===== src/rtl/thread_sched_pkg.sv =====
`default_nettype none
// ============================================================================
// Module   : thread_sched_pkg
// Brief    : Shared constants and types for the 8-thread issue scheduler.
// Revision : 1.0
// ============================================================================
package thread_sched_pkg;

   localparam int          NUM_TRD  = 8;
   localparam int          TRD_W    = 3;
   localparam int          PC_W     = 32;
   localparam logic [31:0] START_PC = 32'h0000_1000;

   typedef enum logic [1:0] {
      PARK  = 2'd0,
      READY = 2'd1,
      WAIT  = 2'd2
   } trd_state_t;

endpackage
`default_nettype wire


===== src/rtl/thread_sched_rr_arb8.sv =====
`default_nettype none
// ============================================================================
// Module   : rr_arb8
// Brief    : Combinational 8-way round-robin arbiter, priority from last+1.
// Revision : 1.0
// ============================================================================
module rr_arb8
   import thread_sched_pkg::*;
(
   input  logic [NUM_TRD-1:0] i_req,
   input  logic [TRD_W-1:0]   i_last_trd,
   output logic [NUM_TRD-1:0] o_gnt,
   output logic [TRD_W-1:0]   o_gnt_id
);

   logic [TRD_W-1:0] w_idx;
   logic             w_found;

   always_comb begin
      o_gnt    = '0;
      o_gnt_id = '0;
      w_found  = 1'b0;
      w_idx    = '0;
      // 3-bit addition wraps 7->0 on its own
      for (int k = 1; k <= NUM_TRD; k++) begin
         w_idx = i_last_trd + TRD_W'(k);
         if (!w_found && i_req[w_idx]) begin
            w_found      = 1'b1;
            o_gnt[w_idx] = 1'b1;
            o_gnt_id     = w_idx;
         end
      end
   end

endmodule
`default_nettype wire


===== src/rtl/thread_sched.sv =====
`default_nettype none
// ============================================================================
// Module   : thread_sched
// Brief    : Per-thread PC/state tracking with round-robin single-cycle issue.
// Revision : 1.0
// ============================================================================
module thread_sched
   import thread_sched_pkg::*;
(
   input  logic             clk,
   input  logic             rst_n,
   input  logic [PC_W-1:0]  nxt_pc_0,
   input  logic [PC_W-1:0]  nxt_pc_1,
   input  logic [PC_W-1:0]  nxt_pc_2,
   input  logic [PC_W-1:0]  nxt_pc_3,
   input  logic [PC_W-1:0]  nxt_pc_4,
   input  logic [PC_W-1:0]  nxt_pc_5,
   input  logic [PC_W-1:0]  nxt_pc_6,
   input  logic [PC_W-1:0]  nxt_pc_7,
   input  logic [7:0]       pc_wr,
   input  logic [7:0]       trd_en,
   input  logic             i_miss,
   input  logic [2:0]       i_miss_trd,
   input  logic             d_miss,
   input  logic [2:0]       d_miss_trd,
   input  logic             fill_vld,
   input  logic [2:0]       fill_trd,
   input  logic             stall,
   output logic             issue_vld,
   output logic [2:0]       cur_trd,
   output logic [PC_W-1:0]  cur_pc,
   output logic [15:0]      trd_state
);

   logic [PC_W-1:0]    w_nxt_pc [NUM_TRD];
   logic [PC_W-1:0]    w_pc     [NUM_TRD];
   logic [NUM_TRD-1:0] w_miss;
   logic [NUM_TRD-1:0] w_fill;
   logic [NUM_TRD-1:0] w_elig;
   logic [NUM_TRD-1:0] w_gnt;
   logic [TRD_W-1:0]   w_gnt_id;
   logic [PC_W-1:0]    w_sel_pc;

   logic               r_issue_vld;
   logic [TRD_W-1:0]   r_cur_trd;
   logic [PC_W-1:0]    r_cur_pc;
   logic [TRD_W-1:0]   r_last_trd;

   assign w_nxt_pc[0] = nxt_pc_0;
   assign w_nxt_pc[1] = nxt_pc_1;
   assign w_nxt_pc[2] = nxt_pc_2;
   assign w_nxt_pc[3] = nxt_pc_3;
   assign w_nxt_pc[4] = nxt_pc_4;
   assign w_nxt_pc[5] = nxt_pc_5;
   assign w_nxt_pc[6] = nxt_pc_6;
   assign w_nxt_pc[7] = nxt_pc_7;

   generate
      for (genvar i = 0; i < NUM_TRD; i++) begin : g_trd
         logic [PC_W-1:0] r_pc;
         trd_state_t      r_state;
         trd_state_t      w_state_nxt;

         assign w_miss[i] = (i_miss && (i_miss_trd == TRD_W'(i))) ||
                            (d_miss && (d_miss_trd == TRD_W'(i)));
         assign w_fill[i] = fill_vld && (fill_trd == TRD_W'(i));
         // A same-cycle miss masks the thread before it reaches WAIT
         assign w_elig[i] = (r_state == READY) && !w_miss[i];

         assign w_pc[i]           = r_pc;
         assign trd_state[2*i+:2] = r_state;

         always_ff @(posedge clk or negedge rst_n) begin
            if (!rst_n)
               r_pc <= START_PC;
            else if (pc_wr[i])
               r_pc <= w_nxt_pc[i];
         end

         always_ff @(posedge clk or negedge rst_n) begin
            if (!rst_n)
               r_state <= PARK;
            else
               r_state <= w_state_nxt;
         end

         always_comb begin
            w_state_nxt = r_state;
            if (!trd_en[i]) begin
               w_state_nxt = PARK;
            end else begin
               case (r_state)
                  PARK:    w_state_nxt = READY;
                  READY:   if (w_miss[i]) w_state_nxt = WAIT;
                  // Miss beats a coincident fill: the thread stays waiting
                  WAIT:    if (w_fill[i] && !w_miss[i]) w_state_nxt = READY;
                  default: w_state_nxt = PARK;
               endcase
            end
         end
      end
   endgenerate

   rr_arb8 u_arb (
      .i_req      (w_elig),
      .i_last_trd (r_last_trd),
      .o_gnt      (w_gnt),
      .o_gnt_id   (w_gnt_id)
   );

   // One-hot PC mux with write-through of a same-cycle PC update
   always_comb begin
      w_sel_pc = '0;
      for (int k = 0; k < NUM_TRD; k++) begin
         if (w_gnt[k])
            w_sel_pc = w_sel_pc | (pc_wr[k] ? w_nxt_pc[k] : w_pc[k]);
      end
   end

   always_ff @(posedge clk or negedge rst_n) begin
      if (!rst_n) begin
         r_issue_vld <= 1'b0;
         r_cur_trd   <= '0;
         r_cur_pc    <= START_PC;
         r_last_trd  <= TRD_W'(NUM_TRD - 1);
      end else if (!stall) begin
         if (|w_elig) begin
            r_issue_vld <= 1'b1;
            r_cur_trd   <= w_gnt_id;
            r_cur_pc    <= w_sel_pc;
            r_last_trd  <= w_gnt_id;
         end else begin
            r_issue_vld <= 1'b0;
         end
      end
   end

   assign issue_vld = r_issue_vld;
   assign cur_trd   = r_cur_trd;
   assign cur_pc    = r_cur_pc;

endmodule
`default_nettype wire


===== config.mk =====
export PLATFORM = sky130hd
export DESIGN_NAME = thread_sched
export DESIGN_NICKNAME = d
export VERILOG_FILES = /design/src/rtl/thread_sched_pkg.sv /design/src/rtl/thread_sched_rr_arb8.sv /design/src/rtl/thread_sched.sv
export SDC_FILE = /design/constraint.sdc
export NUM_CORES = 1
export LEC_CHECK = 0
export BUFFER_PORTS_ARGS = -buffer_cell sky130_fd_sc_hd__buf_2
export CORE_MARGIN = 2
export CORE_UTILIZATION = 45
export CTS_CLUSTER_DIAMETER = 30
export DETAILED_ROUTE_END_ITERATION = 16
export GPL_TIMING_DRIVEN = 0
export PLACE_DENSITY_LB_ADDON = 0.1
export SKIP_LAST_GASP = 1
export SYNTH_ARGS = -nofsm -noshare
export SYNTH_HDL_FRONTEND = slang
export SYNTH_SLANG_ARGS = --single-unit

===== constraint.sdc =====
create_clock -name clk -period 4.1 [get_ports clk]
set_input_delay 0.41 -clock clk [delete_from_list [all_inputs] [get_ports clk]]
set_output_delay 0.41 -clock clk [all_outputs]
set_load 0.05 [all_outputs]

Word-level counts from Yosys, hierarchy flattened:

Index checks and enable logic that the tools add are counted.

* output and inout port bits: 52
* input port bits: 287
* logic and storage cells: 314
* register bits: 311

* reductions and logical operators: 99
* add/subtract/negate cells: 7
* bitwise logic cells: 15
* multiplexer cells: 104
* equal/unequal tests: 53
* $lt $le $gt $ge: 16

Operators with widths (number)
* two-way mux 32 bit: 16
* OR 32 bit: 7
* two-way mux 8 bit: 8
* OR 8 bit: 7
* logical AND 1 bit: 55
* two-way mux 2 bit: 24
* inequality test 3 bit, second input constant: 16
* case mux 2 bit (3 select lines): 8
* equality test 3 bit, second input constant: 12
* < comparator 3 x 4 -> 1 bit, second input constant: 8
* binary-select mux 1 bit (select 3 bit): 8
* demux 1 bit (select 3 bit): 8
* >= comparator 3 x 1 -> 1 bit, second input constant: 8
* two-way mux 1 bit: 24
* two-way mux 3 bit: 8
* equality test 3 x 2 -> 1 bit, second input constant: 6
* AND reduction 2 bit: 9
* equality test 2 x 1 -> 1 bit, second input constant: 8
* equality test 2 bit, second input constant: 8
* logical NOT 2 bit: 8
* logical NOT 1 bit: 15
* adder 3 bit, second input constant: 4
* equality test 3 x 1 -> 1 bit, second input constant: 3
* logical NOT 3 bit: 3
* other kinds (5): 13

Depth between registers and ports, before layout:

Gate-level depths: netlist of the first run.

* word-level depth: 44
* gate-level depth with buffers: 18

By module:

A second synthesis of the first run with hierarchy kept.

* cell total of the unflattened synthesis: 1058
* area total of the unflattened synthesis: 14421.3 um2

By module, submodules not included
* thread_sched: instances 1, cells an instance 925, area each 13276.5 um2
* rr_arb8: instances 1, cells an instance 133, area each 1144.8 um2

Worst setup path before layout of the first run:

OpenSTA, ideal clock, no wires.

* path type: flip-flop to flip-flop
* start point: register r_last_trd[0]
* end point: register r_cur_pc[10] (netlist: cur_pc[10])
* path buffers: 6
* period minus slack after synthesis: 4407 ps
* arrival: 4281 ps
* stages on the path, launching flop included: 19
* slack: -307 ps
* data required time: 3974 ps
* cell sequence: dfstp_2 -> inv_1 -> buf_1 -> clkbuf_1 -> ha_1 -> clkbuf_1 -> inv_1 -> clkbuf_1 -> nor2_1 -> o21ai_0 -> o211ai_2 -> buf_2 -> mux2_2 -> a2111oi_0 -> o21ai_1 -> a311oi_2 -> buf_2 -> o22ai_1 -> o32a_1

* word-level cells in the longest chain between the ends: 40

Ends and longest elaborated chain
* start: declaration: line thread_sched.sv:47 `logic [TRD_W-1:0] r_last_trd;`
* start signal: assignment: line thread_sched.sv:125 `r_last_trd <= TRD_W'(NUM_TRD - 1);`
* start signal: assignment: line thread_sched.sv:131 `r_last_trd <= w_gnt_id;`
* branches (longest 24 deep; another with < comparator 3 x 4 -> 1 bit)
* two-way mux 8 bit (*): line thread_sched_rr_arb8.sv:27 `if (!w_found && i_req[w_idx]) begin`
* two-way mux 32 bit: line thread_sched.sv:115 `if (w_gnt[k])`
* OR 32 bit: line thread_sched.sv:116 `w_sel_pc = w_sel_pc | (pc_wr[k] ? w_nxt_pc[k] : w_pc[k]);`
* two-way mux 32 bit: line thread_sched.sv:115
* OR 32 bit: line thread_sched.sv:116
* two-way mux 32 bit: line thread_sched.sv:115
* OR 32 bit: line thread_sched.sv:116
* two-way mux 32 bit: line thread_sched.sv:115
* OR 32 bit: line thread_sched.sv:116
* two-way mux 32 bit: line thread_sched.sv:115
* OR 32 bit: line thread_sched.sv:116
* two-way mux 32 bit: line thread_sched.sv:115
* OR 32 bit: line thread_sched.sv:116
* two-way mux 32 bit: line thread_sched.sv:115
* OR 32 bit: line thread_sched.sv:116
* two-way mux 32 bit (*): line thread_sched.sv:115
* end signal: assignment: line thread_sched.sv:130 `r_cur_pc <= w_sel_pc;`
* end: declaration: line thread_sched.sv:46 `logic [PC_W-1:0] r_cur_pc;`

Every way passes the cells marked *. The select of a mux whose other input is x is not followed.
A chain may end at the register's enable or synchronous reset.

Final worst setup path of the first run:

* start point: register r_last_trd[0]
* end point: register r_cur_pc[4] (netlist: cur_pc[4])

Same word-level chain as after synthesis.

==> impl_results.md, run 1 <==
- IO buf count: 330
- Worst hold margin: ~0.066 ns
- Ranking of synthesized cells by area: dfrtp_1 (48%), mux2_2 (12%), mux2i_1 (6.4%), inv_1 (3.4%), nand2_1 (2.4%)
- Post-Synthesis Cells: roughly 1,400
- Syn Nets: between 1,500 and 2,000
- Clock slew at reported path FFs: around 0.050 ns
- Status: finished clean
- Post-route minimum period: between 4 and 5 ns
- Most common cell on crit path: buf_4
- Die Wd: 191 um
- Synthesis-to-finish area growth: 37.7%
- Routed WL: around 54,000 um
- Met2 Use GR: 0.458
- Post-synth top cells: dfrtp_1 (299), mux2_2 (163), inv_1 (141)
- Global Route met1 Usage: 0.392
- Required time of the critical path: approximately 4.6 ns
- Worst skew pair latency: 0.58 ns
- Post-route DRC violation count: 0
- Synth warn: 0
- CP peak stage delay: 0.54 ns
- Cell chain of the critical path: inv_2 > buf_6 > buf_8 > ha_4 > xor2_4 > nand3_1 > o22ai_2 > nor4_4 > buf_4 > nor4_4 > buf_4 > a32oi_1 > nor2_1 > a211oi_4 > buf_4 > buf_4 > o211ai_1 > o32a_1
- Die area: between 30,000 and 40,000 um2
- CTS max path bufs: 3
- CP top delay family: buffers and inverters
- Die H: approximately 190 um
- Worst slew pin tran: approximately 1.2 ns
- Final setup fails: 0
- Core area: 34,500 um2
- H-tree levels: 3
- Crit path kind: flip-flop to flip-flop
- Max-Cap Viols: 0
- Post-route ant nets: 0
- Cell taking the most area after synthesis: dfrtp_1
- Buf/Inv on CP: 7
- Initial drt markers: 890
- Number of global-route vias before repair: 13,600
- Fin worst setup slack: around 0.058 ns
- FP Rows: 68
- CTS tree: done
- Worst vdd ir: between 0.5 and 0.6 mV
- Ys flop type: dfrtp_1
- First-pass GRT wire length: between 80,000 and 90,000 um
- Place WS: -1.49 ns
- Synth cell types: 76
- Pwr Density: about 850 nW/um2
- I/O pin cnt: about 340
- Unrepaired setup endpoints after global routing: yes
- Nets@finish: 2,154
- Top fanout value on the critical path: 10
- Part of the cycle the worst path needs: 0.986
- GRT Total Usage: 0.293
- CTS buffer count: 69
- Util after Layout: 0.627
- Pin count of the biggest net entering global routing: 93
- Routability cong.: 0.919
- Drt via density: 5.64
- Yosys top cell area share: 0.477
- Post-DP HPWL: 38,400 um
- Endpoints failing hold: 0
- Total number of vias: ~13,000
- First-pass DRT Iterations: 6
- GRT Residual Overflow: 0
- Relative slew slack: 0.161
- Lkg Pwr: between 9 and 10 nW
- Placed Area: 18,000 um2
- Async set-reset flop share out of synthesis: 1.00
- CTS Sinks: 311
- Most instantiated library cell after synthesis: dfrtp_1
- Starting Density: 0.455
- Syn_area_per_cell: 11.2 um2
- Clock skew: approximately 0.024 ns
- Crit path capture type: flip-flop
- Cell Area, Synth: 15,700 um2
- Final slew viol count: 0
- Slowest-stage cell, CP: dfstp_2
- Grt met3 use: 0.0685
- EDFF count, synth: 0
- Crit start category: flip-flop
- Min-Delay Path Class: input pin to flip-flop
- Fmax: 0.247 GHz
- Register area share after synthesis: 0.497
- Initial antenna violation count: 21
- Crit path DAT: between 4 and 5 ns
- Avg WL per Cell: 22.4 um
- Share of cells above drive strength 1: 0.425
- Final non-filler cell area: ~22,000 um2
- GRT busiest layer: met2
- Synthesis-stage register bit count: approximately 310
- CTS root buf: clkbuf_16
==> registers in the layout, summed over array words and instances (netlist names) <==
| signal | cells |
|---|---|
| g_trd.r_pc | 256 |
| cur_pc | 32 |
| g_trd.r_state | 16 |
| cur_trd | 3 |
| r_last_trd | 3 |
| issue_vld | 1 |
==> cell families (layout without fill, tap and decap cells) <==
| kind of cell | after synthesis | after routing | share of synthesized area |
|---|---|---|---|
| xor+xnor | 4 | 4 | 0.00223 |
| mux | 276 | 276 | 0.199 |
| other cells | 0 | 17 | 0 |
| compound gates | 276 | 276 | 0.140 |
| buf+inv | 230 | 744 | 0.0570 |
| flops | 311 | 311 | 0.497 |
| simple gates | 297 | 298 | 0.101 |
| fa+ha+maj | 6 | 6 | 0.00478 |
==> layout make-up <==
cell class                 count  area [um2]
clock buffer                 100        2040
tap                          455         569
inverter                     142         541
buffer                        86         562
clock inverter                25         349
fill                        2898       12900
multi-input combinational    860        7480
sequential                   311        7800
timing repair buffer         391        2230
antenna                       17        42.5
==> worst paths after layout <==
check	start	end	slack, ns	depth (start not counted)
min	trd_en[2]	g_trd[2].r_state[1]$_DFFE_PN0P_	0.07	2
min in group asynchronous	rst_n	g_trd[1].r_pc[6]$_DFF_PN0_	0.33	2
max	r_last_trd[0]$_DFFE_PN1P_	cur_pc[4]$_DFFE_PN0P_	0.06	18
max in group asynchronous	rst_n	g_trd[5].r_pc[12]$_DFF_PN1_	2.06	5
max reg2reg	r_last_trd[0]$_DFFE_PN1P_	cur_pc[4]$_DFFE_PN0P_	0.06	18
min reg2reg	g_trd[4].r_pc[9]$_DFF_PN0_	g_trd[4].r_pc[9]$_DFF_PN0_	0.47	2
==> power by group <==
group	leakage, nW	internal, mW	switching (mW)	total (mW)
Clock	1.15	3.88	1.73	5.61
Sequential	3.63	3.58	0.206	3.78
Combinational	5.18	3.59	5.43	9.02
Total	9.97	11.0	7.37	18.4
==> cells in the final DEF, fill, tap and decap left out, types with 7 or more instances in the layout <==
cell type	n
o22ai_1	40
or2_2	7
buf_6	17
nor3_1	9
buf_4	57
mux2_2	163
a21oi_1	13
mux4_2	12
dfstp_2	12
bufinv_16	7
clkbuf_8	12
nand2b_1	11
nand4_1	11
mux2i_1	100
inv_1	138
buf_2	333
o21ai_0	9
o32a_1	33
nand2_1	97
buf_8	7
o221ai_1	31
nor4_1	10
clkbuf_16	74
diode_2	17
nand3_1	12
dfrtp_1	299
and4b_1	7
and2_1	11
nor2_1	60
nor4_4	7
a22oi_1	32
o211ai_1	40
buf_1	26
clkbuf_1	36
==> stage by stage <==
step           total power, mW  setup TNS (ns)  std cells
2_1_floorplan             8.61               0       1400
3_3_place_gp              10.9        -1078.18       2185
3_5_place_dp              10.9          -49.94       2188
4_1_cts                   17.8               0       2353
5_1_grt                   19.2          -0.596       2384
6_report                  18.4               0       2387
==> what timing repair did <==
item,CTS,global route
hold endpoints to repair,45,0
cloned,1,1
gates resized for setup,108,52
setup buffers,39,17
pin swaps,18,15
hold buffers,1,0
setup endpoints to repair,38,35
==> layer usage <==
layer  share of wire  vias up
li1                -     6096
met3           0.073      124
met2            0.46      567
met4           0.034       10
met5          0.0010        -
met1            0.43     6659
Power figures use the tool's default switching activity.
==> run 2: changes to the inputs <==
--- a/config.mk
+++ b/config.mk
@@ -7,2 +7,3 @@
 export LEC_CHECK = 0
+export ABC_AREA = 1
 export BUFFER_PORTS_ARGS = -buffer_cell sky130_fd_sc_hd__buf_2
--- a/constraint.sdc
+++ b/constraint.sdc
@@ -3,2 +3,2 @@
 set_output_delay 0.41 -clock clk [all_outputs]
-set_load 0.05 [all_outputs]
+set_load 0.1 [all_outputs]
==> run 2 against run 1 <==
Against the previous run:
- clock power is 14% higher
- critical path depth is 3 lower
- flip-flop and latch count stayed put
- first-iteration DRC count is 11% lower
- utilization is 1.6 points lower
- clock skew is 0.0033 ns lower
- area after synthesis is 2.0% lower
==> impl_results.md, run 2 <==
- Status: finished clean
- Post-route DRC violation count: 0
- Synth cell types: 37
- Ranking of synthesized cells by area: dfrtp_1 (49%), mux2_2 (19%), nand2_1 (11%), nor2_1 (3.6%), nand3_1 (3.6%)
- Max reg flops: 256
- CTS buffer count: 76
- Post-DP HPWL: 36,300 um
- CTS root buf: clkbuf_16
- Worst skew pair latency: 0.58 ns
- Crit start category: flip-flop
- Syn_area_per_cell: ~9.5 um2
- Commonest non-fill, non-tap cell in the layout: nand2_1
- Required time of the critical path: ~4.5 ns
- Logic pwr share: 0.477
- Pwr Density: 955 nW/um2
- Min-Delay Path Class: input pin to flip-flop
- Endpoints failing hold: 0
- Post-route ant nets: 0
- Total number of vias: 13,100
- Post-synth top cells: nand2_1 (440), dfrtp_1 (299), mux2_2 (256)
- Die area: roughly 36,000 um2
- Post-route minimum period: between 3 and 4 ns
- Syn Nets: ~1,900
- Async set-reset flop share out of synthesis: 1.00
- GRT Total Usage: 0.282
- I/O pin cnt: about 340
- Cell Area, Synth: about 15,000 um2
- CTS max path bufs: 3
- Commonest non-fill, non-tap cells in the layout: nand2_1 (440), buf_2 (340), dfrtp_1 (299)
- Crit path DAT: 4.28 ns
- FP Rows: 67
- Die H: about 190 um
- Synthesis-stage register bit count: around 310
- CTS Sinks: just over 300
- Slowest-stage cell, CP: dfstp_2
- Cell taking the most area after synthesis: dfrtp_1
- Synthesis-to-finish area growth: 33.5%
- Worst hold margin: a little under 0.08 ns
- Final setup fails: 0
- H-tree levels: 3
- Crit path capture type: flip-flop
- Drt via density: ~5
- Part of the cycle the worst path needs: 0.936
- Pin count of the biggest net entering global routing: 109
- Worst vdd ir: between 0.5 and 0.6 mV
- Relative slew slack: 0.397
- Synth warn: 0
- Avg WL per Cell: about 20 um
- CP top delay family: buffers and inverters
- NetSw: about 9.0 mW
- Unrepaired setup endpoints after global routing: no
- Clock network fraction of total power: 0.327
- Cell chain of the critical path: buf_2 > clkinvlp_4 > ha_1 > inv_1 > nand3_1 > nand2_1 > clkinv_1 > clkbuf_1 > nand4_1 > nand3_2 > buf_4 > nand2_1 > nand3_1 > nor2_2 > a21oi_1
- Post-Synthesis Cells: ~1,600
- Routed WL: 49,900 um
- Buf/Inv on CP: 6
- CTS tree: done
- Worst slew pin tran: just over 0.9 ns
- Nets@finish: 2,317
- Number of global-route vias before repair: around 13,000
- Initial drt markers: 795
- Register area share after synthesis: 0.507
- Die Wd: about 190 um
- Core area: 33,600 um2
- Yosys top cell area share: 0.486
- Max-Cap Viols: 0
- Initial antenna violation count: 19
- Fmax: roughly 0.26 GHz
- Starting Density: 0.458
- Reg with most FFs: g_trd.r_pc
- Top fanout value on the critical path: 10
- Int Power: approximately 11 mW
- EDFF count, synth: 0
- Sw Share: 0.461
- IO buf count: 330
- CP peak stage delay: ~0.56 ns
- Sequential power share: 0.196
- Share of cells above drive strength 1: 0.402
- Ys flop type: dfrtp_1
- Clock skew: 0.0202 ns
- Lkg Pwr: roughly 10 nW
- First-pass GRT wire length: 76,100 um
- Setup TNS: 0 ns
- First-pass DRT Iterations: 6
- Most instantiated library cell after synthesis: nand2_1
- Crit path kind: flip-flop to flip-flop
- Clock slew at reported path FFs: roughly 0.050 ns
- Routability cong.: around 0.9
- GRT Residual Overflow: 0
- Final slew viol count: 0
run 2: cell types whose count changed in the layout (fill, tap and decap cells not counted), sizes merged, moves of 38 or more:
cell / change
nor2: +91
nand3: +111
mux2i: -100
o22ai: -42
mux2: +92
nand2: +345
inv: -53
buf: -50
a22oi: -38
o211ai: -39
run 2: cell families after synthesis:
family                   count (synthesis)  synth area share
adder cells (fa/ha/maj)                  6           0.00488
AND/OR/NAND/NOR                        799             0.224
AO/OA/AOI/OAI                           72            0.0268
buffers and inverters                  167            0.0499
flip-flops                             311             0.507
multiplexers                           256             0.187
run 2: per-layer routing:
layer,up-vias,part of all wire,global-route usage,wire length (um)
li1,6211,-,-,-
met1,6287,0.43,0.365,21200
met2,455,0.47,0.453,23600
met3,109,0.066,0.0588,3310
met4,2,0.034,0.135,1720
met5,-,0.00026,0,13
run 2: area by class of cell:
cell class,instances,area (um2)
Fill cell,3001,13100
Sequential cell,311,7800
Multi-Input combinational cell,1133,6840
Clock buffer,87,2060
Timing Repair Buffer,336,1750
Clock inverter,54,712
Tap cell,448,561
Buffer,78,435
Inverter,88,334
Antenna cell,19,47.5
run 2: path summary, 6_finish.rpt:
path / cells after the start / endpoint / slack (ns) / start
worst min register to register: 2 / cur_trd[1]$_DFFE_PN0P_ / 0.47 / cur_trd[1]$_DFFE_PN0P_
worst max-delay path: 15 / cur_pc[29]$_DFFE_PN0P_ / 0.26 / r_last_trd[1]$_DFFE_PN1P_
max in group asynchronous: 4 / g_trd[1].r_pc[12]$_DFF_PN1_ / 2.21 / rst_n
worst max register to register: 15 / cur_pc[29]$_DFFE_PN0P_ / 0.26 / r_last_trd[1]$_DFFE_PN1P_
worst min-delay path: 2 / g_trd[7].r_pc[16]$_DFF_PN0_ / 0.08 / nxt_pc_7[16]
min in group asynchronous: 2 / g_trd[5].r_pc[26]$_DFF_PN0_ / 0.45 / rst_n
run 2: repair_timing:
item	in CTS	in global routing
endpoints found under the setup margin	22	34
pin swaps	0	0
endpoints found under the hold margin	103	0
hold buffers	1	0
gates resized for setup	2	8
buffers inserted	0	3
run 2: power groups by stage:
stage               sequential, mW  clock, mW  combinational (mW)
floorplan                     5.46          0                4.82
detailed placement            3.88          0                9.17
global route                  3.89       6.68                10.1
global placement              3.86          0                9.12
CTS                           3.84       6.49                9.23
finish                        3.84       6.41                9.35
run 2: metrics by stage:
stage / util / power (mW) / setup WS [ns] / cell area, um2 / instances
2_1_floorplan: - / 10.3 / 1.00 / 15400 / 1611
3_3_place_gp: 0.523 / 13.0 / -3.50 / 17600 / 2389
3_5_place_dp: 0.525 / 13.1 / -0.145 / 17700 / 2391
4_1_cts: 0.608 / 19.6 / -0.000922 / 20400 / 2533
5_1_grt: 0.611 / 20.7 / 0.0302 / 20500 / 2553
6_report: 0.611 / 19.6 / 0.262 / 20500 / 2554
run 2: worst reg2reg max path: cells and delay by family, from the launching register on:
kind                       cells  cell delay, ns
buffers and inverters          6            1.50
DFF                            1            0.56
and+or+nand+nor                7            1.15
adders and majority gates      1            0.40
AOI/OAI and AO/OA              1            0.09
==> run 3: changes to the inputs <==
clock period = 3.7 ns   (was 4.1 ns; I/O delays follow)
==> run 3 against run 2 <==
Against the previous run:
- hold slack got worse by 0.040 ns
- critical path type unchanged
- maximum frequency rose by 13%
- global-route usage rose by 0.069 points
- routed wire length rose by 1.0%
- setup slack improved by 0.029 ns
- clock skew rose by 0.0010 ns
- largest cell class unchanged
- via count rose by 1.2%
- clock power rose by 11%
- utilization rose by 0.85 points
==> impl_results.md, run 3 (synthesis gave the netlist of run 2 again) <==
- Unrepaired setup endpoints after global routing: no
- Finished Layout Cells: about 2,600
- Placed insts: between 2,000 and 2,500
- Relative slew slack: 0.398
- Status: finished clean
- Hold depth: 2
- Crit path DAT: between 3 and 4 ns
- H-tree levels: 3
- First-pass GRT wire length: 76,200 um
- Min-delay src: nxt_pc_7[16]
- Nets@finish: 2,325
- Synthesis-to-finish area growth: 35.3%
- First-pass DRT Iterations: 5
- Routed WL: 50,400 um
- Core area: around 34,000 um2
- CTS max path bufs: 3
- Reg with most FFs: g_trd.r_pc
- Footprint of the multi-input gates: ~7000 um2
- Setup TNS: 0 ns
- Initial antenna violation count: 19
- Worst hold margin: between 0.03 and 0.04 ns
- Die H: ~190 um
- IO buf count: between 300 and 400
- Met3 wire len: 3210 um
- Post-route ant nets: 0
- Starting Density: 0.458
- GRT Total Usage: 0.282
- Reg2reg setup slack: around 0.29 ns
- FP Rows: 67
- Reg area: between 7000 and 8000 um2
- Endpoints failing hold: 0
- Pin count of the biggest net entering global routing: approximately 110
- Die area: 35,700 um2
- Wire length on met1: around 21,000 um
- Commonest non-fill, non-tap cells in the layout: nand2_1 (439), buf_2 (333), dfrtp_1 (299)
- Worst vdd ir: 0.691 mV
- Drt via density: a little over 5
- Routability cong.: about 0.9
- Routed met2 length: around 24,000 um
- Lkg Pwr: around 10 nW
- Max layer used: met5
- CTS buffer count: 76
- Final setup fails: 0
- CTS root buf: clkbuf_16
- CTS tree: done
- Avg WL per Cell: 19.7 um
- Clock skew: about 0.021 ns
- Util after Layout: 0.619
- Number of global-route vias before repair: about 13,000
- GRT Residual Overflow: 0
- Fin worst setup slack: approximately 0.29 ns
- Worst slew pin tran: approximately 0.90 ns
- Clock slew at reported path FFs: 0.05 ns
- Max-Cap Viols: 0
- Post-DP HPWL: about 36,000 um
- Die Wd: between 150 and 200 um
- I/O pin cnt: 339
- Max reg flops: 256
- R2r worst-path depth: 19
- CTS Sinks: roughly 310
- Final slew viol count: 0
- Initial drt markers: between 800 and 900
- Required time of the critical path: around 4.2 ns
- Min-Delay Endpoint: g_trd[7].r_pc[16]$_DFF_PN0_
- Reg-to-reg endpoint: cur_pc[29]$_DFFE_PN0P_
- Top fanout value on the critical path: 19
- Place WS: -0.545 ns
- Share of cells above drive strength 1: 0.416
- Post-route DRC violation count: 0
- Part of the cycle the worst path needs: 0.921
- Fillers: 2,955
- Fmax: around 0.29 GHz
- Crit path capture type: flip-flop
- Commonest non-fill, non-tap cell in the layout: nand2_1
- Pwr Density: 1070 nW/um2
- Total number of vias: about 13,000
- Crit start category: flip-flop
- Crit path kind: flip-flop to flip-flop
- Min-Delay Path Class: input pin to flip-flop
- Worst skew pair latency: between 0.5 and 0.6 ns
- Worst R2R Start: r_last_trd[0]$_DFFE_PN1P_
- Post-route minimum period: 3.41 ns
-- run 3: cell count changes in the layout (fill, tap and decap cells not counted), sizes merged --
cell | before | now
buf | 395 | 401
clkbuf | 105 | 107
clkinvlp | 10 | 11
diode | 19 | 21
inv | 91 | 90
-- run 3: worst max-delay path, stage by stage (launching register included) --
cell and delay, ns:
dfstp_2 0.54, inv_2 0.08, buf_4 0.22, ha_4 0.33
clkinvlp_4 0.13, nand3_1 0.12, nand3_2 0.10, nand2_4 0.12
clkinvlp_4 0.19, nand2_1 0.11, nand2_1 0.07, nor2_1 0.11
nand3_1 0.10, nor2_2 0.13, nand3_4 0.16, buf_4 0.22
nand2_1 0.08, nand3_2 0.16, nor2_4 0.19, a21oi_1 0.08
-- run 3: report_power, final --
group	leakage, nW	total (mW)	switching (mW)	internal [mW]
Combinational	5.18	11.0	7.82	3.17
Clock	1.34	7.12	2.19	4.92
Sequential	3.63	4.26	0.248	4.01
-- run 3: worst max-delay path by stage --
stage / start / endpoint / slack, ns / depth (start not counted)
after floorplan: r_last_trd[0]$_DFFE_PN1P_ / cur_pc[23]$_DFFE_PN0P_ / 0.60 / 20
after global placement: rst_n / g_trd[1].r_pc[23]$_DFF_PN0_ / -3.86 / 1
after detailed placement: r_last_trd[0]$_DFFE_PN1P_ / cur_pc[29]$_DFFE_PN0P_ / -0.55 / 18
after CTS: r_last_trd[1]$_DFFE_PN1P_ / cur_pc[10]$_DFFE_PN0P_ / 0.009 / 17
after global routing: r_last_trd[0]$_DFFE_PN1P_ / cur_pc[10]$_DFFE_PN0P_ / 0.05 / 21
final: r_last_trd[0]$_DFFE_PN1P_ / cur_pc[29]$_DFFE_PN0P_ / 0.29 / 19
-- run 3: through the flow --
stage	instance area, um2	total power, mW
floorplan	15400	11.4
finish	20800	22.4
global placement	17600	14.4
CTS	20600	21.9
global route	20800	23.6
detailed placement	17700	14.5
-- run 3: per-layer routing --
layer,up-vias,GRT usage
met5,-,0
met4,2,0.138
met3,113,0.0580
met2,475,0.454
met1,6387,0.365
li1,6241,-
-- run 3: cell type report --
cell class                 instances  share of cell area
buffer                            77              0.0242
multi-input combinational       1133               0.335
timing repair buffer             345              0.0872
tap                              448              0.0269
clock buffer                      87              0.0988
clock inverter                    54              0.0342
antenna                           21             0.00252
inverter                          88              0.0163
sequential                       311               0.375
-- run 3: repair_timing --
item / in CTS / in global routing
setup buffers: 4 / 7
hold endpoints to repair: 103 / 0
setup endpoints to repair: 38 / 38
gates resized for setup: 19 / 55
cloned: 0 / 1
hold buffers: 1 / 0
pin swaps: 3 / 10
